`src/rtl/width_serializer_pkg.sv`:
```
// width_serializer_pkg: shared definitions for the wide/narrow width converters.
// Holds the FSM state encodings, the AMOUNT/CNT_WIDTH derivations and the ratio check,
// so the narrow-to-wide deserializer can reuse them.
package width_serializer_pkg;

  typedef enum logic [0:0] {
    WS_IDLE  = 1'b0,
    WS_SHIFT = 1'b1
  } ws_state_e;

  // Number of OWIDTH fragments in one IWIDTH word.
  function automatic int ws_amount(input int iwidth, input int owidth);
    return (owidth > 0) ? (iwidth / owidth) : 0;
  endfunction

  // Counter width for AMOUNT fragments; never narrower than one bit.
  function automatic int ws_cnt_width(input int amount);
    return (amount < 2) ? 1 : $clog2(amount);
  endfunction

  // Legal geometry: exact multiple and at least two fragments per word.
  function automatic bit ws_ratio_ok(input int iwidth, input int owidth);
    return (owidth > 0) && ((iwidth % owidth) == 0) && ((iwidth / owidth) >= 2);
  endfunction

endpackage

```
`src/rtl/width_serializer_frag_select.sv`:
```
// width_serializer_frag_select: combinational AMOUNT:1 fragment mux.
// Emission index cnt is remapped to a slice index (reversed when MSB_FIRST=1),
// then the matching OWIDTH slice of the held word is selected.
module width_serializer_frag_select
  import width_serializer_pkg::*;
#(
  parameter int IWIDTH    = 288,
  parameter int OWIDTH    = 36,
  parameter int MSB_FIRST = 0,
  localparam int AMOUNT    = ws_amount(IWIDTH, OWIDTH),
  localparam int CNT_WIDTH = ws_cnt_width(AMOUNT)
) (
  input  logic [IWIDTH-1:0]    word,
  input  logic [CNT_WIDTH-1:0] cnt,
  output logic [OWIDTH-1:0]    frag
);

  logic [CNT_WIDTH-1:0] slot;

  // Map emission order onto slice position.
  always_comb begin
    slot = cnt;
    if (MSB_FIRST != 0) begin
      slot = CNT_WIDTH'(AMOUNT - 1) - cnt;
    end
  end

  // Decoded mux; counter codes beyond AMOUNT-1 select zero.
  always_comb begin
    frag = '0;
    for (int i = 0; i < AMOUNT; i++) begin
      if (slot == CNT_WIDTH'(i)) begin
        frag = word[i*OWIDTH +: OWIDTH];
      end
    end
  end

endmodule

```
`src/rtl/width_serializer.sv`:
```
// width_serializer: handshaked wide-to-narrow serializer.
// One IWIDTH word accepted on in_valid/in_ready is emitted as IWIDTH/OWIDTH fragments
// on out_valid/out_ready, with out_last on the final fragment and out_idx giving the
// emission index. The last-fragment handshake may accept the next word in the same
// cycle, giving one fragment per cycle with no bubbles.
// Optional feature macro: WIDTH_SERIALIZER_KEEP_EN adds in_frags, a per-word count of
// valid fragments (0 means all); fragments past the count are skipped.
//
//   state    | meaning
//   ---------+----------------------------------------------------------
//   WS_IDLE  | holding register empty, in_ready high, out_valid low
//   WS_SHIFT | word held, fragment cnt presented on the output
module width_serializer
  import width_serializer_pkg::*;
#(
  parameter int IWIDTH    = 288,
  parameter int OWIDTH    = 36,
  parameter int MSB_FIRST = 0,
  localparam int AMOUNT    = ws_amount(IWIDTH, OWIDTH),
  localparam int CNT_WIDTH = ws_cnt_width(AMOUNT)
) (
  input  logic                 clk,
  input  logic                 reset,
  input  logic [IWIDTH-1:0]    in_data,
  input  logic                 in_valid,
  output logic                 in_ready,
  output logic [OWIDTH-1:0]    out_data,
  output logic                 out_valid,
  input  logic                 out_ready,
  output logic                 out_last,
  output logic [CNT_WIDTH-1:0] out_idx
`ifdef WIDTH_SERIALIZER_KEEP_EN
  ,
  input  logic [CNT_WIDTH:0]   in_frags
`endif
);

  localparam logic [CNT_WIDTH-1:0] CNT_LAST = CNT_WIDTH'(AMOUNT - 1);

  if (!ws_ratio_ok(IWIDTH, OWIDTH)) begin : g_bad_ratio
    $error("width_serializer: IWIDTH=%0d must be a multiple of OWIDTH=%0d with at least 2 fragments",
           IWIDTH, OWIDTH);
  end

  ws_state_e            state_q, state_d;
  logic [IWIDTH-1:0]    hold_q, hold_d;
  logic [CNT_WIDTH-1:0] cnt_q, cnt_d;
  logic [CNT_WIDTH-1:0] last_idx;
  logic                 last_frag;
  logic                 out_fire;
  logic                 word_done;
  logic                 in_fire;

`ifdef WIDTH_SERIALIZER_KEEP_EN
  localparam logic [CNT_WIDTH:0] FRAGS_MAX = (CNT_WIDTH + 1)'(AMOUNT);

  logic [CNT_WIDTH-1:0] last_idx_q, last_idx_d;

  // Latch the final emission index with the word; 0 or out-of-range counts mean a full word.
  always_comb begin
    last_idx_d = last_idx_q;
    if (in_fire) begin
      if ((in_frags == '0) || (in_frags > FRAGS_MAX)) begin
        last_idx_d = CNT_LAST;
      end else begin
        last_idx_d = CNT_WIDTH'(in_frags - 1'b1);
      end
    end
  end

  // Per-word fragment-count register.
  always_ff @(posedge clk or posedge reset) begin
    if (reset) begin
      last_idx_q <= CNT_LAST;
    end else begin
      last_idx_q <= last_idx_d;
    end
  end

  assign last_idx = last_idx_q;
`else
  assign last_idx = CNT_LAST;
`endif

  // Handshake decode, FSM next state, counter and holding-register update.
  always_comb begin
    out_valid = (state_q == WS_SHIFT);
    last_frag = (cnt_q == last_idx);
    out_last  = out_valid & last_frag;
    out_fire  = out_valid & out_ready;
    word_done = out_fire & last_frag;
    in_ready  = ~out_valid | word_done;
    in_fire   = in_valid & in_ready;

    state_d = state_q;
    case (state_q)
      WS_IDLE:  if (in_fire) state_d = WS_SHIFT;
      WS_SHIFT: if (word_done && !in_fire) state_d = WS_IDLE;
      default:  state_d = WS_IDLE;
    endcase

    hold_d = hold_q;
    if (in_fire) begin
      hold_d = in_data;
    end

    // A new word or the end of the current one both restart emission at index 0.
    cnt_d = cnt_q;
    if (in_fire || word_done) begin
      cnt_d = '0;
    end else if (out_fire) begin
      cnt_d = cnt_q + 1'b1;
    end
  end

  // State, counter and holding register; reset drops any partial word.
  always_ff @(posedge clk or posedge reset) begin
    if (reset) begin
      state_q <= WS_IDLE;
      hold_q  <= '0;
      cnt_q   <= '0;
    end else begin
      state_q <= state_d;
      hold_q  <= hold_d;
      cnt_q   <= cnt_d;
    end
  end

  assign out_idx = cnt_q;

  // Fragments come only from registered state, so they are stable under backpressure.
  width_serializer_frag_select #(
    .IWIDTH    (IWIDTH),
    .OWIDTH    (OWIDTH),
    .MSB_FIRST (MSB_FIRST)
  ) u_frag_select (
    .word (hold_q),
    .cnt  (cnt_q),
    .frag (out_data)
  );

endmodule

```
`config.mk`:
```
export PLATFORM = sky130hd
export DESIGN_NAME = width_serializer
export DESIGN_NICKNAME = d
export VERILOG_FILES = /design/src/rtl/width_serializer_pkg.sv /design/src/rtl/width_serializer_frag_select.sv /design/src/rtl/width_serializer.sv
export SDC_FILE = /design/constraint.sdc
export NUM_CORES = 1
export LEC_CHECK = 0
export BUFFER_PORTS_ARGS = -buffer_cell sky130_fd_sc_hd__buf_2
export CAP_MARGIN = 20
export CORE_MARGIN = 2
export CORE_UTILIZATION = 50
export DETAILED_ROUTE_END_ITERATION = 10
export MAX_ROUTING_LAYER = met4
export PLACE_DENSITY = 0.71
export SLEW_MARGIN = 20
export SYNTH_ARGS = -nofsm -noshare
export SYNTH_HDL_FRONTEND = slang
export SYNTH_SLANG_ARGS = --single-unit
export TNS_END_PERCENT = 30
```
`constraint.sdc`:
```
create_clock -name clk -period 12 [get_ports clk]
set_input_delay 1.8 -clock clk [delete_from_list [all_inputs] [get_ports clk]]
set_output_delay 1.8 -clock clk [all_outputs]
set_load 0.03 [all_outputs]
```
==> flow_summary.json <==
{
  "synth_top_family_by_area": "multiplexers",
  "routed_wl_um": 38310,
  "ys_warn_count": 0,
  "worst_setup_path_start_kind": "flip-flop",
  "die_y_um": 171.6,
  "whs_path_depth": 1,
  "r2r_slack_ns": 8.11,
  "synth_mux_area_share_pct": 23.17,
  "cap_viol_max_count": 0,
  "synth_compound_area_share_pct": 12.67,
  "nNetsFinal": 1756,
  "cpMostUsedCell": "buf_4",
  "dieArea_sq_um": 29430,
  "timing.rr.end": "hold_q[161]",
  "die_w_um": 171.6,
  "fin_cells": 1878,
  "place_inst": 1798,
  "vias_per_cell": 5.526,
  "syn_inst": 1173,
  "area_growth_pct": 21.85,
  "peakVddDrop_mv": 0.1442,
  "final_cell_area_sq_um": 17110,
  "cp-end-kind": "primary output",
  "synth_xor_area_share_pct": 0,
  "cts-buffers-inserted": 35,
  "grt_max_degree": 143,
  "r2r_start": "out_idx[2]",
  "critPathKind": "reg -> out",
  "postRouteAntennaNets": 0,
  "pre_cts_slack_ns": 6.145,
  "min_to": "hold_q[253]",
  "yosysUniqueCellTypes": 26,
  "remaining_drc_errors": 0,
  "finClkSkew_ns": 0.01689,
  "outcome": "complete, no violations",
  "crit_slowest_cell": "ha_2",
  "post_dp_cell_area_sq_um": 15840,
  "clock-sinks": 292,
  "layout_worst_path_cycle_share_pct": 53.81,
  "final.min_clock_period_ns": 6.457,
  "netlist_area_sq_um": 14040,
  "cts_root_buf": "clkbuf_16",
  "yosys.area.top_type": "dfrtp_1",
  "relSlewSlack_pct": 27.96,
  "drtIter0Drc": 844,
  "path_clk_slew_ns": 0.06,
  "drtPass1Iterations": 8,
  "power_density_nw_per_um2": 280.7,
  "worst_pin_slew_ns": 1.081,
  "grt_pass1_wl_um": 58490,
  "hold_class": "reg -> reg",
  "setup_tns_ns": 0,
  "grt_usage_pct": 26.46,
  "grt_pass1_vias": 10580,
  "wl_per_cell_um": 20.40,
  "port_buffers": 333,
  "cts_tree": "done",
  "cts_setup_buffers": 0,
  "n_fill_cell": 2242,
  "arrival_ns": 4.66,
  "start_util_pct": 50.67,
  "place.gp.congestion": 0.8743,
  "ios": 334,
  "max_stage_delay_ns": 0.94,
  "cts_resized": 0,
  "h-tree-depth": 2,
  "hpwlAfterDp_um": 25030,
  "met3_usage_pct": 6.098,
  "met2_usage_pct": 39.39,
  "clockBufferDepth": 3,
  "slew_violations": 0,
  "vias": 10380,
  "r2r_cells": 9,
  "rsz0062_at_grt": "no",
  "synth.area.top_cells": "dfrtp_1, mux2_2, a21oi_1",
  "coreArea_sq_um": 27710,
  "path_max_fanout": 43,
  "required_ns": 10.20,
  "finalWorstSetupSlack_ns": 5.543,
  "synth-simple-area-share_pct": 5.918,
  "ys_seq_area_share_pct": 52.05,
  "synthAdderAreaFrac_pct": 0.5348,
  "synth_nets": 1471,
  "overflow": 0,
  "yosys_register_bits": 292,
  "hold_buffers": 0,
  "postSynthAreaPerCell_sq_um": 11.97,
  "insertion_delay_ns": 0.50,
  "path_cells": "buf_4 -> inv_2 -> ha_2 -> or2_2 -> buf_4 -> a221oi_2 -> o22ai_1 -> a21oi_1 -> buf_2",
  "final-hold-violation-count": 0,
  "num_rows": 61,
  "fin_util_pct": 61.74,
  "drive_gt1_share_pct": 49.39,
  "fmax_ghz": 0.1549,
  "leakagePower_uw": 0.008058,
  "grt-busiest-layer": "met2",
  "setup_viol": 0,
  "grt_use_met1_pct": 36.11,
  "synth_top_cell_area_share_pct": 52.05,
  "holdCritStartpoint": "hold_q[253]",
  "antenna_found_initial": 17
}
==> per-stage QoR <==
stage                     hold WS, ns  power (uW)
after floorplan                0.4699        3169
after global placement         0.4803        3662
after detailed placement       0.4842        3708
after CTS                      0.4973        4819
after global routing           0.5086        5074
final                          0.4960        4801
==> worst max-delay path, delay by kind of cell, from the launching register on <==
family | cells | cell delay (ns)
and+or+nand+nor | 1 | 0.66
AOI/OAI and AO/OA | 3 | 0.43
buffers and inverters | 4 | 1.71
adders and majority gates | 1 | 0.94
DFF | 1 | 0.38
==> synth_stat cells <==
cell / instances
nand2b_1: 38
nand2_2: 1
buf_1: 4
or2_1: 1
clkbuf_2: 1
buf_4: 14
dfrtp_1: 292
o31ai_1: 36
a221oi_1: 6
inv_1: 76
mux2_2: 288
a21oi_1: 108
mux2i_1: 1
clkbuf_1: 38
a221oi_2: 30
buf_2: 36
nand2_1: 79
a31oi_1: 36
ha_1: 6
inv_2: 1
and2_1: 1
o21ai_0: 3
buf_6: 1
buf_8: 3
o22ai_1: 36
nand3b_1: 37
==> sequential cells by signal, summed over array words and instances, names as in the netlist <==
name and cells:
hold_q 288, out_idx 3, out_valid 1
==> placed cells by master (no fill, tap or decap), drive strengths merged, types with 18 or more instances in the layout <==
cell / Yosys / routed
a21oi: 108 / 108
a221oi: 36 / 36
a31oi: 36 / 36
buf: 58 / 345
clkbuf: 39 / 50
dfrtp: 292 / 292
diode: 0 / 18
inv: 77 / 78
mux2: 288 / 288
nand2: 80 / 80
nand2b: 38 / 38
nand3b: 37 / 37
o22ai: 36 / 36
o31ai: 36 / 36
==> cell type report <==
class,instances,area (sq um),share of cell area (%)
Antenna cell,18,45.04,0.2633
Clock buffer,50,1055,6.166
Clock inverter,11,140.1,0.8192
Inverter,77,296.5,1.733
Multi-Input combinational cell,707,6012,35.14
Sequential cell,292,7308,42.72
Tap cell,378,473.0,2.765
Timing Repair Buffer,345,1777,10.39
==> metal layers <==
| layer | part of all wire [%] | routed length (um) | up-vias |
|---|---|---|---|
| li1 | - | - | 4771 |
| met1 | 44 | 16920 | 5142 |
| met2 | 46 | 17510 | 396 |
| met3 | 7.5 | 2873 | 69 |
| met4 | 2.6 | 1013 | 0 |
| met5 | 0 | 0 | - |
==> cells by family after synthesis <==
family                     after synthesis
DFF                                    292
muxes                                  289
AOI/OAI and AO/OA                      255
buffers and inverters                  174
and+or+nand+nor                        157
adders and majority gates                6
==> report_power, final <==
group / leakage (uW) / switching (uW) / internal, uW / total (uW)
Clock: 0.000590 / 416 / 676 / 1090
Combinational: 0.00390 / 1150 / 844 / 2000
Sequential: 0.00356 / 247 / 1460 / 1710
Total: 0.00806 / 1820 / 2990 / 4800
==> worst max path at each step <==
stage | from | end | slack [ns]
after floorplan | reset | hold_q[0] | 2.14
after global placement | out_idx[2] | out_data[20] | 6.17
after detailed placement | out_idx[2] | out_data[20] | 6.14
after CTS | out_idx[2] | out_data[20] | 5.57
after global routing | out_idx[2] | out_data[20] | 5.36
final | out_idx[2] | out_data[32] | 5.54
No activity file was read; power rests on OpenSTA's default activity.
